**src/rtl/apb_pkg.sv**
```systemverilog
// rtl/apb_pkg.sv - shared APB constants and bridge state encoding
package apb_pkg;

  localparam int APB_DW = 32;
  localparam int APB_AW = 32;
  localparam int APB_TIMEOUT_DEFAULT = 255;

  localparam logic [1:0] ST_IDLE   = 2'd0;
  localparam logic [1:0] ST_SETUP  = 2'd1;
  localparam logic [1:0] ST_ACCESS = 2'd2;
  localparam logic [1:0] ST_RESP   = 2'd3;

endpackage

```
**src/rtl/apb_slave_decode.sv**
```systemverilog
// rtl/apb_slave_decode.sv - slave index to one-hot PSEL with a hit flag
module apb_slave_decode #(
  parameter int NUM_SLAVES = 4,
  parameter int IDX_W      = 2
) (
  input  logic [IDX_W-1:0]      idx,
  output logic [NUM_SLAVES-1:0] sel,
  output logic                  valid
);

  // Zero-extended compare so an index past NUM_SLAVES can never alias a low slave.
  always_comb begin
    sel = '0;
    for (int i = 0; i < NUM_SLAVES; i++) begin
      sel[i] = (32'(idx) == 32'(i));
    end
  end

  assign valid = |sel;

endmodule

```
**src/rtl/apb_master_bridge.sv**
```systemverilog
// rtl/apb_master_bridge.sv - core load/store to APB master with slave decode and access timeout
module apb_master_bridge
  import apb_pkg::*;
#(
  parameter int NUM_SLAVES     = 4,
  parameter int SEL_LSB        = 12,
  parameter int SEL_W          = 2,
  parameter int TIMEOUT_CYCLES = APB_TIMEOUT_DEFAULT
) (
  input  logic                  PCLK,
  input  logic                  PRESETn,
  input  logic                  cpu_req,
  input  logic                  cpu_we,
  input  logic [APB_AW-1:0]     cpu_addr,
  input  logic [APB_DW-1:0]     cpu_wdata,
  output logic [APB_DW-1:0]     cpu_rdata,
  output logic                  cpu_ack,
  output logic                  cpu_err,
  output logic                  cpu_busy,
  output logic [APB_AW-1:0]     PADDR,
  output logic [NUM_SLAVES-1:0] PSEL,
  output logic                  PENABLE,
  output logic                  PWRITE,
  output logic [APB_DW-1:0]     PWDATA,
  input  logic [APB_DW-1:0]     PRDATA,
  input  logic                  PREADY,
  input  logic                  PSLVERR
);

  localparam int CNT_W = $clog2(TIMEOUT_CYCLES + 1);

  logic [1:0]            state_q, state_d;
  logic [APB_AW-1:0]     paddr_q, paddr_d;
  logic [APB_DW-1:0]     pwdata_q, pwdata_d;
  logic                  pwrite_q, pwrite_d;
  logic [NUM_SLAVES-1:0] psel_q, psel_d;
  logic                  penable_q, penable_d;
  logic [APB_DW-1:0]     rdata_q, rdata_d;
  logic                  ack_q, ack_d;
  logic                  err_q, err_d;
  logic                  busy_q, busy_d;
  logic [CNT_W-1:0]      cnt_q, cnt_d;

  logic [NUM_SLAVES-1:0] dec_sel;
  logic                  dec_valid;

  apb_slave_decode #(
    .NUM_SLAVES(NUM_SLAVES),
    .IDX_W     (SEL_W)
  ) u_decode (
    .idx  (cpu_addr[SEL_LSB +: SEL_W]),
    .sel  (dec_sel),
    .valid(dec_valid)
  );

  always_comb begin
    state_d   = state_q;
    paddr_d   = paddr_q;
    pwdata_d  = pwdata_q;
    pwrite_d  = pwrite_q;
    psel_d    = psel_q;
    penable_d = penable_q;
    rdata_d   = rdata_q;
    ack_d     = 1'b0;
    err_d     = 1'b0;
    busy_d    = busy_q;
    cnt_d     = cnt_q;
    case (state_q)
      ST_IDLE: begin
        if (cpu_req && !ack_q) begin
          paddr_d  = cpu_addr;
          pwrite_d = cpu_we;
          pwdata_d = cpu_wdata;
          rdata_d  = '0;
          if (dec_valid) begin
            psel_d  = dec_sel;
            busy_d  = 1'b1;
            state_d = ST_SETUP;
          end else begin
            // Decode miss: answer straight away without touching the bus.
            ack_d   = 1'b1;
            err_d   = 1'b1;
            busy_d  = 1'b0;
            state_d = ST_RESP;
          end
        end
      end
      ST_SETUP: begin
        penable_d = 1'b1;
        state_d   = ST_ACCESS;
      end
      ST_ACCESS: begin
        if (PREADY) begin
          if (!pwrite_q) rdata_d = PRDATA;
          err_d     = PSLVERR;
          psel_d    = '0;
          penable_d = 1'b0;
          ack_d     = 1'b1;
          busy_d    = 1'b0;
          state_d   = ST_RESP;
        end else begin
          cnt_d = cnt_q + 1'b1;
          if (cnt_q == CNT_W'(TIMEOUT_CYCLES - 1)) begin
            rdata_d   = '0;
            err_d     = 1'b1;
            psel_d    = '0;
            penable_d = 1'b0;
            ack_d     = 1'b1;
            busy_d    = 1'b0;
            state_d   = ST_RESP;
          end
        end
      end
      ST_RESP: begin
        cnt_d   = '0;
        state_d = ST_IDLE;
      end
      default: state_d = ST_IDLE;
    endcase
  end

  always_ff @(posedge PCLK or negedge PRESETn) begin
    if (!PRESETn) begin
      state_q   <= ST_IDLE;
      paddr_q   <= '0;
      pwdata_q  <= '0;
      pwrite_q  <= 1'b0;
      psel_q    <= '0;
      penable_q <= 1'b0;
      rdata_q   <= '0;
      ack_q     <= 1'b0;
      err_q     <= 1'b0;
      busy_q    <= 1'b0;
      cnt_q     <= '0;
    end else begin
      state_q   <= state_d;
      paddr_q   <= paddr_d;
      pwdata_q  <= pwdata_d;
      pwrite_q  <= pwrite_d;
      psel_q    <= psel_d;
      penable_q <= penable_d;
      rdata_q   <= rdata_d;
      ack_q     <= ack_d;
      err_q     <= err_d;
      busy_q    <= busy_d;
      cnt_q     <= cnt_d;
    end
  end

  assign PADDR     = paddr_q;
  assign PWDATA    = pwdata_q;
  assign PWRITE    = pwrite_q;
  assign PSEL      = psel_q;
  assign PENABLE   = penable_q;
  assign cpu_rdata = rdata_q;
  assign cpu_ack   = ack_q;
  assign cpu_err   = err_q;
  assign cpu_busy  = busy_q;

endmodule

```
**config.mk**
```make
export PLATFORM = sky130hd
export DESIGN_NAME = apb_master_bridge
export DESIGN_NICKNAME = d
export VERILOG_FILES = /design/src/rtl/apb_pkg.sv /design/src/rtl/apb_slave_decode.sv /design/src/rtl/apb_master_bridge.sv
export SDC_FILE = /design/constraint.sdc
export NUM_CORES = 1
export LEC_CHECK = 0
export CAP_MARGIN = 20
export CORE_MARGIN = 5
export CORE_UTILIZATION = 46
export DETAILED_ROUTE_END_ITERATION = 10
export PLACE_DENSITY = 0.85
export SLEW_MARGIN = 10
export SYNTH_ARGS = -nofsm -noshare
export SYNTH_HDL_FRONTEND = slang
export SYNTH_HIERARCHICAL = 1
export SYNTH_SLANG_ARGS = --single-unit
export TNS_END_PERCENT = 50
```
**constraint.sdc**
```tcl
create_clock -name PCLK -period 2.8 [get_ports PCLK]
set_input_delay 0.42 -clock PCLK [delete_from_list [all_inputs] [get_ports PCLK]]
set_output_delay 0.42 -clock PCLK [all_outputs]
set_load 0.01 [all_outputs]
```
# ---- After elaboration in Yosys (flattened, before gate mapping)
# Cells that the tools add are included.
# Widths: inputs -> output; s select.
dict set report word_totals {
  latchBits 0
  mem_count 0
  mem_bits_rw 0
  word_cells 69
  input_bits 102
  register_bits 115
  out_inout_bits 105
  romBits 0
}
dict set report classes {
  reduce_logical 15
  eq_ne 12
  magnitude_cmp 0
  n_bitwise 0
  mul 0
  n_addsub 1
  n_div 0
  shifts 0
  n_mux 30
}
# op count
set ops {}
lappend ops {{$mux 32} 4}
lappend ops {{$pmux 32 s2} 1}
lappend ops {{$mux 4} 4}
lappend ops {{$pmux 8 s2} 1}
lappend ops {{$mux 1} 9}
lappend ops {{$add 8x1->8 const B} 1}
lappend ops {{$eq 2x2->1 const B} 4}
lappend ops {{$eq 8x8->1 const B} 1}
lappend ops {{$mux 2} 4}
lappend ops {{$mux 8} 1}
lappend ops {{$pmux 1 s2} 4}
lappend ops {{$pmux 2 s4} 1}
lappend ops {{$pmux 4 s2} 1}
lappend ops {{$reduce_and 2->1} 4}
lappend ops {{$reduce_and 4->1} 2}
lappend ops {{$ne 2x2->1 const B} 3}
lappend ops {{$ne 3x3->1 const B} 2}
lappend ops {{$reduce_bool 2->1} 3}
lappend ops {{$eq 2x1->1 const B} 2}
lappend ops {{$logic_not 2->1} 2}
lappend ops {{$reduce_or 4->1} 1}
lappend ops {{$reduce_and 3->1} 1}
lappend ops {{$logic_and 1x1->1} 1}
lappend ops {{$logic_not 1->1} 1}

# ---- Longest topological paths before layout
# Gate-level depths: netlist of run 1.
dict set report logic_depth {
  word_depth 5
  mapped_depth 7
}

# ---- Hierarchy
# Netlist of run 1, hierarchy kept.
# mod cells_per_inst instances seq_area_each_um2 area_each_um2
set by_module_without_submodules {}
lappend by_module_without_submodules {apb_master_bridge 338 1 2877.8 4903.5}
lappend by_module_without_submodules {apb_slave_decode 6 1 0.0 37.5}

# ---- Worst setup path before layout of run 1
# OpenSTA, ideal clock, no wires.
dict set report synth_timing {
  kind {register -> register}
  start {register state_q[0]}
  end {register rdata_q[10], in the netlist cpu_rdata[10]}
  stages_incl_launch_ff 8
  n_path_buf 1
  arrival_time_ns 1.616
  slack_ns 1.059
  setup_ns 0.125
  path_cell_list {dfrtp_1 > inv_1 > ha_1 > nor2_1 > a31oi_1 > nand3_4 > buf_6 > mux2_4}
}
dict set report synth_between {
  elab_chain_len 3
  elab_cells_between_ends 8
  classes_between {eq/ne (4); mux (1); reduce/logical (3)}
}
# element line_no
set synth_lines {}
lappend synth_lines {{from (decl)} apb_master_bridge.sv:32} ;# logic [1:0] state_q, state_d;
lappend synth_lines {{from (signal assigned)} apb_master_bridge.sv:136} ;# state_q <= state_d;
lappend synth_lines {{$eq 2x2->1 or $logic_not 2->1 (tied branches)} apb_master_bridge.sv:68} ;# case (state_q)
lappend synth_lines {{$ne 3x3->1 (no source line) (tied with other cells)} -}
lappend synth_lines {{$reduce_and 4->1 (no source line)} -}
lappend synth_lines {{to (signal assigned)} apb_master_bridge.sv:142} ;# rdata_q <= rdata_d;
lappend synth_lines {{to (decl)} apb_master_bridge.sv:38} ;# logic [APB_DW-1:0] rdata_q, rdata_d;
# Parallel ways exist; a longest one is shown, timed or not.
# A chain may end at the register's enable or synchronous reset.

# ---- Worst setup path in the final report of run 1
dict set report layout_timing {
  start {register state_q[0]}
  end {register rdata_q[31], in the netlist cpu_rdata[31]}
}
# Same word-level chain as after synthesis.

==> results of run 1 <==
sequential cells by signal, summed over array words and instances (netlist names):
register and count:
cpu_rdata 32, PADDR 32, state_q 2, cpu_ack 1
PWDATA 32, cnt_q 8, cpu_err 1, PWRITE 1
PSEL 4, PENABLE 1, cpu_busy 1
power by group:
group          switching [uW]  internal (uW)
Sequential                428           2430
Clock                     784           1420
Combinational            1580           2450
Total                    2790           6300
cell usage after synthesis, types with 2 or more instances:
master and n:
o2111ai_1 3, a22o_1 6, nand2_1 7, nor2b_1 3
nor3_1 2, and2b_2 2, buf_2 8, o21ai_0 5
dfrtp_1 115, mux2_4 30, mux2_2 67, inv_1 6
nand3b_1 3, and3_1 33, clkbuf_1 7, a21oi_1 6
xor2_1 3, or3_1 2, nor2_1 10, mux2i_1 2
a31oi_1 2, buf_6 3, ha_1 6
through the flow:
stage / hold slack, ps / power, uW / instances / setup slack, ps
global route: 71.43 / 9595 / 712 / 632.8
detailed placement: 485.9 / 6955 / 680 / 540.2
floorplan: 124.4 / 4883 / 344 / 1059
finish: 11.73 / 9087 / 712 / 762.6
global placement: 484.6 / 6794 / 680 / 602.8
CTS: 34.14 / 9213 / 712 / 763.4
cell families after synthesis:
logic type      after synthesis  synth area share [%]
mux                          99                 24.79
compound gates               27                 3.900
other cells                   1               0.07590
xor+xnor                      3                0.5319
simple gates                 68                 8.306
flops                       115                 58.24
fa+ha+maj                     6                 1.519
buf+inv                      25                 2.634
worst max-delay path: stages (launching register included):
cell and delay, ps:
dfrtp_1 380, inv_1 120, ha_1 340, and2b_2 280
o21ai_4 100, nand3_4 80, buf_12 250, mux2_2 370
final timing paths:
kind	slack, ps	endpoint	startpoint	cells past startpoint
setup / recovery	760	cpu_rdata[31]	state_q[0]	7
hold / removal	10	cpu_rdata[18]	PRESETn	1
setup reg to reg	760	cpu_rdata[31]	state_q[0]	7
hold reg to reg	500	PSEL[2]	PSEL[2]	1
max in group asynchronous	2050	PWDATA[4]	PRESETn	2
min in group PCLK	500	PSEL[2]	PSEL[2]	1
area by class of cell:
class	instances	area [sq um]	area share (%)
Clock buffer	19	441.7	5.653
Clock inverter	13	172.7	2.210
Inverter	6	22.52	0.2883
Multi-Input combinational cell	204	1933	24.74
Sequential cell	115	2878	36.84
Tap cell	136	170.2	2.178
Timing Repair Buffer	219	2195	28.09
per-layer routing:
metal / global-route usage (%) / vias to the layer above
met5: 0 / -
met4: 7.292 / 0
met3: 7.480 / 17
met2: 34.04 / 141
met1: 23.41 / 1795
li1: - / 1670
==> metrics.csv, run 1 <==
stage,metric,value,unit
clock_network,clk_latency,500,ps
power_and_ir_drop,power.leakage,0.003572,uW
placement,routabilityCongestion,0.8251,
clock_network,ctsLongestPathBuffers,2,
floorplanning,core-area,0.01042,sq mm
synth,synth-edff-count,0,
synth,yosys_register_bits,115,
synth,synth_cell_types,36,
detailed_routing,wl_per_cell,17.68,um
timing,finalSetupViolations,0,
floorplanning,die_w,113.6,um
timing,tns,0,ps
detailed_routing,firstDrtPassIters,6,
synth,ys.flop_type,dfrtp_1,
synth,yosysTopAreaCell,dfrtp_1,
detailed_routing,drt-initial-drc-count,119,
setup_path,crit_required,3190,ps
timing,finalCriticalPeriod,2037,ps
synth,synth_cells,344,
timing,skew,8.183,ps
power_and_ir_drop,p_per_area,1163,mW/mm^2
layout,layout_common_cells,"205 x clkdlybuf4s50_1, 115 x dfrtp_1, 67 x mux2_2",
detailed_routing,wl_met1,4870,um
detailed_routing,top_layer,met4,
layout,diodes,0,
placement,place_area,0.007198,sq mm
global_route,grt_max_degree,67,
timing,rsz0062_at_grt,no,
synth,yosysSeqAreaShare,58.24,%
layout,finish.utilization,75.00,%
placement,io_buffers,206,
setup_path,start_kind,register,
layout,final_area,0.007812,sq mm
setup_path,end_kind,register,
detailed_routing,dr_wl_met2,6319,um
power_and_ir_drop,vdd_ir_drop_max,695.4,uV
run_status,status,finished clean,
global_route,grt_first_pass_wirelength,20640,um
clock_network,clock_sinks,115,
timing,finalHoldViolCount,0,
layout,fin_nets,671,
synth,syn-cell-area,0.004941,sq mm
layout,drive_gt1_share,26.04,%
clock_network,postCtsResizedCells,0,
detailed_routing,wl_met3,1181,um
floorplanning,start_util,47.44,%
timing,slew_viol_final,0,
clock_network,h-tree-depth,4,
placement,dp_hpwl,9480,um
layout,fillers,655,
floorplanning,die-area,0.01291,sq mm
setup_path,crit_type,register to register,
global_route,grt_usage,20.12,%
setup_path,worstPathMaxFanout,32,
detailed_routing,routed_wl,12590,um
floorplanning,fp.dieH,113.6,um
detailed_routing,num_vias,3623,
floorplanning,row_count,37,
timing,worst_slew_pin_slew,848.2,ps
global_route,grt_antenna_before_repair,0,
synth,ys_async_sr_fraction,100.0,%
worst_hold_path,hold_class,input pin to async pin,
floorplanning,io-pin-count,207,
global_route,grt-ovfl-total,0,
synth,syn_avg_cell_area,14.36,sq um
synth,ys.warnings.count,6,
clock_network,path_clk_slew,60,ps
layout,syn_to_final_growth,58.12,%
clock_network,cts_hold_buffers,0,
clock_network,post_cts_buffers,0,
global_route,grt_pass1_vias,4028,
detailed_routing,drc,0,
synth,synth_top_area_share,58.24,%
setup_path,critPathArrivalTime,2420,ps
clock_network,cts_inserted_buffers,17,
timing,period_share,72.76,%
synth,ys_top_cells_by_area,"dfrtp_1 58%, mux2_2 15%, mux2_4 9.1%",
clock_network,cts_tree,done,
layout,mostFrequentLayoutCell,clkdlybuf4s50_1,
detailed_routing,viasPerCell,5.088,
detailed_routing,detail-route-antenna-nets,0,
clock_network,clock-root-buffer,clkbuf_8,
timing,fmax,0.4908,GHz
timing,slew_headroom,43.46,%
flow_run,drv_cap,0,
synth,syn_nets,452,
(Power assumes the default switching activity.)
==> run 2, diff against run 1 <==
--- a/config.mk
+++ b/config.mk
@@ -7,9 +7,9 @@
 export LEC_CHECK = 0
 export CAP_MARGIN = 20
 export CORE_MARGIN = 5
-export CORE_UTILIZATION = 46
+export CORE_UTILIZATION = 39
 export DETAILED_ROUTE_END_ITERATION = 10
-export PLACE_DENSITY = 0.85
+export PLACE_DENSITY = 0.77
 export SLEW_MARGIN = 10
 export SYNTH_ARGS = -nofsm -noshare
 export SYNTH_HDL_FRONTEND = slang
==> constraint.sdc (replaced) <==
create_clock -name PCLK -period 1.65 [get_ports PCLK]
set_input_delay 0.2475 -clock PCLK [delete_from_list [all_inputs] [get_ports PCLK]]
set_output_delay 0.2475 -clock PCLK [all_outputs]
set_load 0.01 [all_outputs]
==> metrics.csv, run 2 (synthesis gave the netlist of run 1 again) <==
stage,metric,value,unit,change
run_status,status,"finished, violations left",,
run_status,violations,setup timing,,
power_and_ir_drop,power.leakage,0.003788,uW,+6.0%
placement,routabilityCongestion,0.8803,,+6.7%
global_route,grt_use_met1,20.52,%,-2.9 points
placement,dp_cells,742,,+9.1%
clock_network,clock_sinks,115,,unchanged
detailed_routing,firstDrtPassIters,4,,-2
detailed_routing,detail-route-antenna-nets,0,,unchanged
global_route,grt_antenna_before_repair,0,,unchanged
clock_network,h-tree-depth,4,,unchanged
global_route,grt_first_pass_wirelength,21020,um,+1.8%
clock_network,cts_inserted_buffers,17,,unchanged
timing,slew_headroom,58.03,%,+15 points
layout,drive_gt1_share,32.57,%,+6.5 points
power_and_ir_drop,vdd_ir_drop_max,1055,uV,+52%
setup_path,crit_type,register to register,,
timing,finalSetupViolations,37,,+37
setup_path,crit_required,1940,ps,-1250 ps
placement,io_buffers,206,,unchanged
worst_hold_path,hold_class,input pin to async pin,,
global_route,grt_pass1_vias,4142,,+2.8%
setup_path,end_kind,register,,
timing,skew,5.955,ps,-2.228 ps
detailed_routing,wl_per_cell,17.14,um,-3.1%
floorplanning,fp.dieH,122.6,um,+7.8%
global_route,grt.busiest_layer,met2,,
clock_network,clock-root-buffer,clkbuf_16,,
timing,finalHoldViolCount,0,,unchanged
detailed_routing,drt-initial-drc-count,225,,+89%
timing,setup_slack,-73.42,ps,-836.1 ps
clock_network,ctsLongestPathBuffers,2,,unchanged
placement,place_ws,-202.9,ps,-743.1 ps
floorplanning,die_w,122.6,um,+7.8%
clock_network,path_clk_slew,50,ps,about the same
global_route,met3_usage,7.788,%,+0.31 points
setup_path,critPathMaxStageDelay,430,ps,+50 ps
flow_run,drv_cap,0,,unchanged
setup_path,critPathArrivalTime,2010,ps,-410 ps
timing,slew_viol_final,0,,unchanged
floorplanning,core-area,0.01252,sq mm,+20%
setup_path,cpMaxStageDelayCell,dfrtp_2,,
layout,diodes,0,,unchanged
global_route,grt-ovfl-total,0,,unchanged
layout,fin_nets,706,,+5.2%
placement,dp_hpwl,9753,um,+2.9%
timing,rsz0062_at_grt,yes,,
global_route,grt_max_degree,116,,+73%
layout,mostFrequentLayoutCell,clkdlybuf4s50_1,,
clock_network,clk_latency,400,ps,-100 ps
timing,worst_slew_pin_slew,629.5,ps,-218.6 ps
detailed_routing,drc,0,,unchanged
global_route,grt_usage,18.26,%,-1.9 points
setup_path,worstPathMaxFanout,16,,-50%
floorplanning,die-area,0.01502,sq mm,+16%
detailed_routing,routed_wl,13420,um,+6.6%
power_and_ir_drop,p_total,16100,uW,+77%
detailed_routing,viasPerCell,4.801,,-5.7%
setup_path,crit_chain,"ha_4, buf_4, a31oi_4, nand3_4, buf_12, mux2_4",,
floorplanning,io-pin-count,207,,unchanged
setup_path,critPathBufInv,2,,unchanged
layout,finish.utilization,66.10,%,-8.9 points
floorplanning,row_count,41,,+11%
layout,layout_common_cells,"202 x clkdlybuf4s50_1, 114 x dfrtp_1, 67 x mux2_2",,
layout,syn_to_final_growth,67.46,%,
detailed_routing,num_vias,3759,,+3.8%
setup_path,start_kind,register,,
power_and_ir_drop,p_per_area,1946,mW/mm^2,+67%
floorplanning,start_util,39.47,%,-8.0 points
global_route,grtUsageMet2,30.81,%,-3.2 points
timing,period_share,104.4,%,+32 points
timing,finalCriticalPeriod,1723,ps,-313.9 ps
setup_path,worst_path_dominant_cell_family,flip-flops,,
clock_network,cts_tree,done,,
timing,fmax,0.5802,GHz,+18%
layout,fin_cells,783,,+10%
## run 2: layer usage
layer / vias up / wire, um / share of wire (%)
met5: - / 0 / 0
met4: 0 / 296 / 2.2
met3: 28 / 1260 / 9.4
met2: 155 / 6835 / 51
met1: 1847 / 5026 / 37
li1: 1729 / - / -
## run 2: where the power goes
| group | internal (uW) | leakage (uW) | switching, uW | total [uW] |
|---|---|---|---|---|
| logic | 4850 | 0.00207 | 2990 | 7850 |
| clock network | 2170 | 0.000271 | 1220 | 3390 |
| registers | 4120 | 0.00145 | 746 | 4870 |
| total | 11100 | 0.00379 | 4960 | 16100 |
## run 2: area by class of cell
type / instances / area, sq um
fill: 975 / 4243
sequential: 115 / 2879
timing repair buffer: 254 / 2554
multi-input combinational: 204 / 2047
clock buffer: 22 / 474.2
tap: 172 / 215.2
clock inverter: 10 / 82.58
inverter: 6 / 22.52
## run 2: worst register-to-register path, cell delays in order, from the launching register on
cell and delay [ps]:
dfrtp_2 430, ha_4 200, buf_4 140, a31oi_4 170
nand3_4 160, buf_12 210, mux2_4 310
## run 2: worst paths after layout
check / startpoint / to / slack [ps] / cells after the start
max: state_q[1] / cpu_rdata[24] / -70 / 6
min: PRESETn / cnt_q[3] / 440 / 3
max reg2reg: state_q[1] / cpu_rdata[24] / -70 / 6
min reg2reg: PSEL[2] / PSEL[2] / 490 / 1
max in group asynchronous: PRESETn / PADDR[9] / 700 / 3
min in group PCLK: cpu_wdata[20] / PWDATA[20] / 450 / 2
## run 2: repair_timing
item	in CTS	in global routing
gates cloned	1	0
gates resized for setup	10	11
endpoints found under the setup margin	46	63
hold endpoints to repair	115	0
hold buffers	1	0
pin swaps	5	1
buffers inserted	5	2
## run 2: stage by stage
stage	setup TNS, ps	hold slack, ps	area, sq um
2_1_floorplan	-618.5	-48.09	4986
3_3_place_gp	-8058	376.3	7535
3_5_place_dp	-9623	391.6	7535
4_1_cts	-1861	433.9	8210
5_1_grt	-4507	436.1	8274
6_report	-1900	444.9	8274
